**src/rtl/csr_defs.sv**
```systemverilog
// Shared CSR addresses, MSTATUS bit positions, trap causes and
// trap sequencer state encoding.
package csr_defs;

  localparam logic [11:0] CSR_MSTATUS = 12'h300;
  localparam logic [11:0] CSR_MTVEC   = 12'h305;
  localparam logic [11:0] CSR_MEPC    = 12'h341;
  localparam logic [11:0] CSR_MCAUSE  = 12'h342;
  localparam logic [11:0] CSR_MTVAL   = 12'h343;

  localparam int MSTATUS_MIE    = 3;
  localparam int MSTATUS_MPIE   = 7;
  localparam int MSTATUS_MPP_LO = 11;
  localparam int MSTATUS_MPP_HI = 12;

  localparam logic [31:0] CAUSE_M_EXT_IRQ = 32'h8000000B;
  localparam logic [1:0]  MTVEC_VECTORED  = 2'b01;

  typedef enum logic [3:0] {
    S_IDLE,
    S_CSR_ISSUE,
    S_CSR_ACK,
    S_T_RD_STATUS,
    S_T_WR_EPC,
    S_T_WR_CAUSE,
    S_T_WR_TVAL,
    S_T_WR_STATUS,
    S_T_RD_TVEC,
    S_M_RD_EPC,
    S_M_RD_STATUS,
    S_M_WR_STATUS,
    S_REDIRECT
  } ts_state_e;

  function automatic logic [31:0] trap_status(
    input logic [31:0] s
  );
    logic [31:0] r;
    r = s;
    r[MSTATUS_MPIE] = s[MSTATUS_MIE];
    r[MSTATUS_MIE] = 1'b0;
    r[MSTATUS_MPP_HI:MSTATUS_MPP_LO] = 2'b11;
    return r;
  endfunction

  function automatic logic [31:0] mret_status(
    input logic [31:0] s
  );
    logic [31:0] r;
    r = s;
    r[MSTATUS_MIE] = s[MSTATUS_MPIE];
    r[MSTATUS_MPIE] = 1'b1;
    r[MSTATUS_MPP_HI:MSTATUS_MPP_LO] = 2'b11;
    return r;
  endfunction

  // Vectored mode applies to interrupts only; modes 2/3 fall back to direct.
  function automatic logic [31:0] trap_target(
    input logic [31:0] tvec,
    input logic [31:0] cause,
    input logic        vec_en
  );
    logic [31:0] base;
    base = {tvec[31:2], 2'b00};
    if (vec_en && tvec[1:0] == MTVEC_VECTORED && cause[31])
      return base + {25'd0, cause[4:0], 2'b00};
    return base;
  endfunction

endpackage

```
**src/rtl/csr_write_step.sv**
```systemverilog
// Issue/ack handshake for one CSR write: one issue cycle, then wait
// for the CSR unit's write_done.
module csr_write_step (
  input  logic clk,
  input  logic reset,
  input  logic active,
  input  logic done,
  output logic issue,
  output logic finish
);

  logic phase_q;
  logic phase_d;

  assign issue  = active & ~phase_q;
  assign finish = active & phase_q & done;

  always_comb begin
    phase_d = phase_q;
    if (!active || finish)
      phase_d = 1'b0;
    else
      phase_d = 1'b1;
  end

  always_ff @(posedge clk or negedge reset) begin
    if (!reset)
      phase_q <= 1'b0;
    else
      phase_q <= phase_d;
  end

endmodule

```
**src/rtl/trap_sequencer.sv**
```systemverilog
// Owns the CSR port: pipeline CSR writes, trap entry and MRET
// sequences, ending in a one-cycle redirect/flush.
module trap_sequencer
  import csr_defs::*;
#(
  parameter logic [31:0] IRQ_CAUSE   = CAUSE_M_EXT_IRQ,
  parameter bit          VECTORED_EN = 1'b1
) (
  input  logic        clk,
  input  logic        reset,
  input  logic        exception_valid,
  input  logic [31:0] exception_cause,
  input  logic [31:0] exception_pc,
  input  logic [31:0] exception_tval,
  input  logic        mret_valid,
  input  logic        irq_pending,
  input  logic [31:0] irq_pc,
  output logic        trap_ack,
  input  logic        csr_req_valid,
  output logic        csr_req_ready,
  input  logic [11:0] csr_req_addr,
  input  logic [31:0] csr_req_wdata,
  output logic [31:0] csr_req_rdata,
  output logic        csr_req_done,
  output logic        csr_write_enable,
  output logic [11:0] csr_addr,
  output logic [31:0] csr_wdata,
  input  logic [31:0] csr_rdata,
  input  logic        csr_write_done,
  output logic        redirect_valid,
  output logic [31:0] redirect_pc,
  output logic        busy
);

  ts_state_e   state_q, state_d;
  logic [31:0] cause_q, cause_d;
  logic [31:0] epc_q, epc_d;
  logic [31:0] tval_q, tval_d;
  logic [31:0] status_q, status_d;
  logic [31:0] target_q, target_d;
  logic        mie_q, mie_d;

  logic wr_active;
  logic wr_issue;
  logic wr_finish;

  assign wr_active = state_q inside {S_T_WR_EPC, S_T_WR_CAUSE,
                                     S_T_WR_TVAL, S_T_WR_STATUS,
                                     S_M_WR_STATUS};

  csr_write_step u_wr (
    .clk    (clk),
    .reset  (reset),
    .active (wr_active),
    .done   (csr_write_done),
    .issue  (wr_issue),
    .finish (wr_finish)
  );

  assign csr_req_rdata = csr_rdata;
  assign redirect_pc   = target_q;
  assign busy          = state_q != S_IDLE;

  always_comb begin
    state_d          = state_q;
    cause_d          = cause_q;
    epc_d            = epc_q;
    tval_d           = tval_q;
    status_d         = status_q;
    target_d         = target_q;
    mie_d            = mie_q;
    trap_ack         = 1'b0;
    csr_req_ready    = 1'b0;
    csr_req_done     = 1'b0;
    csr_write_enable = 1'b0;
    csr_addr         = csr_req_addr;
    csr_wdata        = csr_req_wdata;
    redirect_valid   = 1'b0;
    unique case (state_q)
      S_IDLE: begin
        if (exception_valid) begin
          trap_ack = 1'b1;
          cause_d  = exception_cause;
          epc_d    = exception_pc;
          tval_d   = exception_tval;
          state_d  = S_T_RD_STATUS;
        end else if (mret_valid) begin
          trap_ack = 1'b1;
          state_d  = S_M_RD_EPC;
        end else if (irq_pending && mie_q) begin
          trap_ack = 1'b1;
          cause_d  = IRQ_CAUSE;
          epc_d    = irq_pc;
          tval_d   = '0;
          state_d  = S_T_RD_STATUS;
        end else begin
          csr_req_ready = 1'b1;
          if (csr_req_valid) begin
            csr_write_enable = 1'b1;
            state_d = S_CSR_ACK;
            if (csr_req_addr == CSR_MSTATUS)
              mie_d = csr_req_wdata[MSTATUS_MIE];
          end
        end
      end
      S_CSR_ACK: begin
        if (csr_write_done) begin
          csr_req_done = 1'b1;
          state_d = S_IDLE;
        end
      end
      S_T_RD_STATUS: begin
        csr_addr = CSR_MSTATUS;
        status_d = csr_rdata;
        state_d  = S_T_WR_EPC;
      end
      S_T_WR_EPC: begin
        csr_addr  = CSR_MEPC;
        csr_wdata = epc_q;
        csr_write_enable = wr_issue;
        if (wr_finish) state_d = S_T_WR_CAUSE;
      end
      S_T_WR_CAUSE: begin
        csr_addr  = CSR_MCAUSE;
        csr_wdata = cause_q;
        csr_write_enable = wr_issue;
        if (wr_finish) state_d = S_T_WR_TVAL;
      end
      S_T_WR_TVAL: begin
        csr_addr  = CSR_MTVAL;
        csr_wdata = tval_q;
        csr_write_enable = wr_issue;
        if (wr_finish) state_d = S_T_WR_STATUS;
      end
      S_T_WR_STATUS: begin
        csr_addr  = CSR_MSTATUS;
        csr_wdata = trap_status(status_q);
        csr_write_enable = wr_issue;
        if (wr_issue) mie_d = csr_wdata[MSTATUS_MIE];
        if (wr_finish) state_d = S_T_RD_TVEC;
      end
      S_T_RD_TVEC: begin
        csr_addr = CSR_MTVEC;
        target_d = trap_target(csr_rdata, cause_q,
                               VECTORED_EN);
        state_d  = S_REDIRECT;
      end
      S_M_RD_EPC: begin
        csr_addr = CSR_MEPC;
        target_d = {csr_rdata[31:1], 1'b0};
        state_d  = S_M_RD_STATUS;
      end
      S_M_RD_STATUS: begin
        csr_addr = CSR_MSTATUS;
        status_d = csr_rdata;
        state_d  = S_M_WR_STATUS;
      end
      S_M_WR_STATUS: begin
        csr_addr  = CSR_MSTATUS;
        csr_wdata = mret_status(status_q);
        csr_write_enable = wr_issue;
        if (wr_issue) mie_d = csr_wdata[MSTATUS_MIE];
        if (wr_finish) state_d = S_REDIRECT;
      end
      S_REDIRECT: begin
        redirect_valid = 1'b1;
        state_d = S_IDLE;
      end
      default: state_d = S_IDLE;
    endcase
  end

  always_ff @(posedge clk or negedge reset) begin
    if (!reset) begin
      state_q  <= S_IDLE;
      cause_q  <= '0;
      epc_q    <= '0;
      tval_q   <= '0;
      status_q <= '0;
      target_q <= '0;
      mie_q    <= 1'b0;
    end else begin
      state_q  <= state_d;
      cause_q  <= cause_d;
      epc_q    <= epc_d;
      tval_q   <= tval_d;
      status_q <= status_d;
      target_q <= target_d;
      mie_q    <= mie_d;
    end
  end

endmodule

```
**config.mk**
```make
export PLATFORM = sky130hd
export DESIGN_NAME = trap_sequencer
export DESIGN_NICKNAME = d
export VERILOG_FILES = /design/src/rtl/csr_defs.sv /design/src/rtl/csr_write_step.sv /design/src/rtl/trap_sequencer.sv
export SDC_FILE = /design/constraint.sdc
export NUM_CORES = 1
export LEC_CHECK = 0
export BUFFER_PORTS_ARGS = -buffer_cell sky130_fd_sc_hd__buf_4
export CORE_ASPECT_RATIO = 0.5
export CORE_UTILIZATION = 46
export CTS_CLUSTER_DIAMETER = 30
export DETAILED_ROUTE_END_ITERATION = 16
export PLACE_DENSITY = 0.77
export SYNTH_ARGS = -nofsm -noshare
export SYNTH_HDL_FRONTEND = slang
export SYNTH_SLANG_ARGS = --single-unit
```
**constraint.sdc**
```tcl
create_clock -name clk -period 2.36 [get_ports clk]
set_clock_uncertainty 0.05 [all_clocks]
set_input_delay 0.236 -clock clk [delete_from_list [all_inputs] [get_ports clk]]
set_output_delay 0.236 -clock clk [all_outputs]
set_load 0.05 [all_outputs]
```
* Yosys cells after proc, flatten, opt, wreduce, memory -nomap -nowiden
Index checks and enable logic that the tools add are counted.
** Cells by class
- Add/subtract/negate cells :: 1
- $mul :: 0
- Div/mod/pow operators :: 0
- Order comparisons :: 0
- Equal/unequal tests :: 28
- Shifts and indexed selects :: 0
- Muxes and demuxes :: 52
- Bitwise logic cells :: 4
- Reductions and logical operators :: 17
** Operator list (number)
- $mux W32 :: 11
- $pmux W32 S5 :: 1
- $pmux W32 S2 :: 1
- $pmux W12 S5 :: 1
- $pmux W4 S11 :: 1
- $mux W4 :: 10
- $add A32 B7 Y32 :: 1
- $mux W1 :: 25
- $eq A4 B4 Y1 const B :: 5
- $eq A4 B3 Y1 const B :: 4
- $ne A2 B1 Y1 const B :: 7
- $ne A2 B2 Y1 const B :: 7
- $eq A12 B10 Y1 const B :: 1
- $eq A4 B2 Y1 const B :: 2
- $reduce_and A8 Y1 :: 1
- $reduce_and A7 Y1 :: 1
- $ne A5 B5 Y1 const B :: 1
- $reduce_bool A5 Y1 :: 1
- $reduce_or A5 Y1 :: 1
- $logic_not A4 Y1 :: 1
- $reduce_bool A2 Y1 :: 2
- $reduce_bool A4 Y1 :: 1
- $reduce_or A2 Y1 :: 2
- $reduce_or A4 Y1 :: 1
- 10 further kinds :: 13
** Storage, ports and cells
- Register bits :: 166
- Bits in latches :: 0
- RAM bits :: 0
- ROM bits :: 0
- Input port bits :: 211
- Output and inout port bits :: 114
- Word-level logic and storage cells :: 110
- Memories :: 0

* Depth between registers and ports, before layout
- Depth after elaboration :: 7
- Gate-level depth with buffers :: 9
- Mapped depth without buffers :: 8

* Cells and area by module
Synthesis repeated with hierarchy kept, for this count alone.
** Unflattened totals
- Cell total of the unflattened synthesis :: 943
- Area, all modules :: 9168.8 um^2
** By module, submodules not included
- trap_sequencer :: instances 1, cells each 939, area an instance 9123.8 um^2, seq. area each 4053.9 um^2
- csr_write_step :: instances 1, cells each 4, area an instance 45.0 um^2, seq. area each 25.0 um^2

* Worst setup path before layout
Ideal clock, no wire load.
- Path kind :: register to output
- Start :: register state_q[0]
- End :: output csr_wdata[11]
- Arrival time :: 2370 ps
- Required time :: 2074 ps
- Path slack :: -296 ps
- Cell stages (with the launch flop) :: 6
- Buffers on the path :: 3
- Cell sequence :: dfrtp_1 > buf_2 > buf_1 > clkbuf_1 > o22ai_1 > o21ai_0
** On the way
- Word-level cells in the longest chain between the ends :: 2
- Elaborated cells between the ends (all ways) :: 6
- Classes of those cells :: eq/ne (5); mux (1)
** Ends and longest elaborated chain
- start, declared :: line trap_sequencer.sv:35 : ts_state_e state_q, state_d;
- start signal, assigned :: line trap_sequencer.sv:183 : state_q <= state_d;
- $eq A4 B4 Y1 / $eq A4 B3 Y1 (equally long branches) :: line trap_sequencer.sv:79 : unique case (state_q)
- $pmux W32 S5 * :: line trap_sequencer.sv:79
- end, declared :: line trap_sequencer.sv:27 : output logic [31:0] csr_wdata,
Mark *: on every way between the ends. The rest lies on a longest branch, timed or not.

* Worst setup path after layout
- Start :: register state_q[1]
- End :: output csr_wdata[14]
Same word-level chain as after synthesis.

==> results by group <==
Drt
  – Antenna-violating nets left: 0
  – Drt pass-1 iters: 7
  – DR iter-0 viols: 843
  – Routed len/inst: 22.3 um
  – Routed wire length: 35.7 mm
  – Total number of vias: 9512
  – DRC viols: 0
  – Routed vias/inst: 5.95

Hold path
  – Worst Hold Class: in -> reg

Logic synthesis
  – Post-synth EDFFs: 0
  – Yosys cell types: 57
  – Yosys warns: 0
  – Fraction of registers with async set or reset after synthesis: 1.00
  – Synthesized Nets: 1144
  – Syn Area/Cell: 9.75 um^2
  – Post-Syn Area: 9040 um^2
  – Count of state elements after synthesis: 163
  – Share of the yosys chip area belonging to registers: 0.451
  – Syn Inst Count: 927
  – Ys flop type: dfrtp_1

Run status
  – Failing checks: setup timing
  – Status: finished, violations left

Floorplan
  – Die width: 200 um
  – Die height: 101 um
  – IO Pins: 325
  – Initial Utilization: 0.480
  – Rows: 35
  – Die outline area: 20300 um^2
  – Total core area: 18800 um^2

Clock network
  – Latest clock arrival within the worst-skew pair: 0.43 ns
  – Clock sink count: 163
  – CTS Root Cell: clkbuf_16
  – Reg clk slew, reported paths: 0.07 ns
  – TritonCTS Buffers: 17
  – H-tree depth: 4
  – CTS tree: done
  – CTS Buffer Depth: 2

GRT
  – Initial antenna violation count: 1
  – Largest net degree at the start of global routing: 61
  – First-pass GRT wire length: 49.0 mm
  – Tot GR Track Use: 0.315
  – Vias in the first global route: 8642
  – Gr ovfl total: 0

Flow run
  – Max_cap viols: 0

Setup path
  – Crit-path cells: buf_12, buf_16, buf_12, mux2i_4, nor2_2, a211oi_2, a21oi_1, a222oi_1, inv_1, buf_6
  – CP max-delay cell: dfrtp_2
  – CP max FO: 7
  – Crit path DAT: 2.61 ns
  – WS Path Type: reg -> out
  – CP required: 2.07 ns
  – Critical path capture point type: output port
  – Worst setup SP type: flop
  – Slowest stage delay, CP: 0.44 ns
  – Worst path most repeated cell: buf_12

Placed design
  – Routability congestion estimate from global placement: 0.976
  – Placed Cells: 1445
  – # port buffers: 323
  – Detailed Place HPWL: 22.5 mm

Finish
  – Area Overhead vs Synth: 59.5%
  – Leading cell type in the layout, fill and taps excluded: buf_4
  – Layout cells sized above 1: 0.442
  – Final net count: 1542
  – Commonest non-fill, non-tap cells in the layout: 334 x buf_4, 160 x dfrtp_1, 84 x nand2_1
  – Final cell count without fillers: 1598
  – Utilization after layout: 0.766

STA
  – RSZ-0062 raised after global routing: yes
  – Slew HR: 0.630
  – Hold Fails Final Rpt: 0
  – Final TNS setup: -10.73 ns
  – FMAX: 0.345 GHz
  – Fin worst setup slack: -0.537 ns
  – Post-layout min period: 2.90 ns
  – Final period utilization: 1.23
  – Final setup vio count: 61
  – Slew @ Worst Pin: 0.554 ns
  – Slew Viols, Final: 0

Power
  – Pwr per Cell Area: 1590 nW/um^2
  – Peak supply drop: 0.899 mV
  – P_leak: 6.84 nW
-- report_power, final --
| part | switching, mW | internal, mW | leakage [nW] |
|---|---|---|---|
| logic | 8.74 | 6.12 | 4.55 |
| registers | 1.19 | 4.11 | 2.01 |
| clock network | 1.21 | 1.63 | 0.278 |
-- kinds of logic after synthesis --
logic type | after synthesis | synth area share
compound gates | 266 | 0.208
xor+xnor | 28 | 0.0271
fa+ha+maj | 6 | 0.00913
buf+inv | 158 | 0.0816
flops | 163 | 0.451
mux | 98 | 0.116
other cells | 1 | 0.000415
simple gates | 207 | 0.106
-- stage by stage --
stage / total power [mW] / setup WS, ns / hold slack [ns] / instance area, um^2
detailed placement: 16.5 / -0.351 / 0.173 / 11700
global route: 23.9 / -0.563 / 0.0261 / 14400
floorplan: 12.7 / 0.0589 / -0.110 / 9050
global placement: 16.4 / -0.251 / 0.165 / 11700
CTS: 20.6 / -0.344 / 0.00343 / 13500
finish: 23.0 / -0.537 / 0.0150 / 14400
-- cell usage after synthesis (3+ instances only) --
| cell | n | area (um^2) |
|---|---|---|
| nor2b_1 | 10 | 62.6 |
| o22a_1 | 4 | 35.0 |
| buf_1 | 3 | 11.3 |
| o21ai_1 | 10 | 50.1 |
| a21o_1 | 4 | 30.0 |
| o21ai_0 | 61 | 305 |
| nor3_1 | 4 | 20.0 |
| ha_1 | 5 | 62.6 |
| and3_1 | 8 | 50.1 |
| and2_1 | 4 | 25.0 |
| nor2_1 | 48 | 180 |
| nand3_1 | 12 | 60.1 |
| a222oi_1 | 27 | 270 |
| dfrtp_1 | 163 | 4080 |
| mux2i_1 | 63 | 631 |
| xor2_1 | 23 | 201 |
| inv_1 | 57 | 214 |
| mux2_2 | 33 | 372 |
| a211oi_1 | 29 | 218 |
| and4_1 | 5 | 43.8 |
| a21oi_1 | 51 | 255 |
| o22ai_1 | 4 | 25.0 |
| buf_4 | 34 | 255 |
| clkbuf_1 | 50 | 188 |
| a22o_1 | 62 | 543 |
| xnor2_1 | 5 | 43.8 |
| nand2_1 | 92 | 345 |
| nand4_1 | 8 | 50.1 |
| buf_2 | 14 | 70.1 |
-- timing repair --
action / in CTS / in global routing
setup endpoints to repair: 68 / 136
pin swaps: 12 / 34
buffers inserted: 9 / 37
cloned: 4 / 9
endpoints found under the hold margin: 113 / 0
hold buffers: 65 / 0
resized for setup: 88 / 108
-- layout make-up --
cell class              instances  area, um^2
multi-input cells             609        4850
fillers                      1220        4410
repair buffers                477        4360
flip-flops and latches        163        4080
clock buffers                  22         464
well taps                     259         324
inverters                      57         216
clock inverters                10         123
diodes                          1        2.50
-- sequential cells by signal, indices dropped and copies added, names as in the netlist --
signal / flops
redirect_pc: 31
u_wr.phase_q: 1
tval_q: 32
status_q: 30
mie_q: 1
state_q: 4
epc_q: 32
cause_q: 32
-- path summary, 6_finish.rpt --
| check | endpoint | cells past startpoint | slack [ns] | startpoint |
|---|---|---|---|---|
| min in group asynchronous | tval_q[23]$_DFFE_PN0P_ | 2 | 0.28 | reset |
| hold reg to reg | redirect_pc[8]$_DFFE_PN0P_ | 2 | 0.43 | redirect_pc[8]$_DFFE_PN0P_ |
| max in group asynchronous | redirect_pc[11]$_DFFE_PN0P_ | 3 | 1.26 | reset |
| setup / recovery | csr_wdata[14] | 10 | -0.54 | state_q[1]$_DFFE_PN0P_ |
| hold / removal | u_wr.phase_q$_DFF_PN0_ | 2 | 0.01 | csr_write_done |
| setup reg to reg | epc_q[28]$_DFFE_PN0P_ | 10 | -0.14 | state_q[0]$_DFFE_PN0P_ |
-- routing by layer --
layer | wire length, um | track usage | vias to the layer above
met3 | 3350 | 0.0676 | 140
met1 | 14500 | 0.452 | 4645
li1 | - | - | 4118
met4 | 1360 | 0.102 | 0
met5 | 0 | 0 | -
met2 | 16400 | 0.481 | 609
-- worst max-delay path, delay by kind of cell (launching register included) --
family	cells	cell delay, ns
multiplexers	1	0.20
AO/OA/AOI/OAI	3	0.74
AND/OR/NAND/NOR	1	0.07
flip-flops	1	0.44
buffers and inverters	5	0.72
Note: power is estimated with default switching activity, not from simulation.
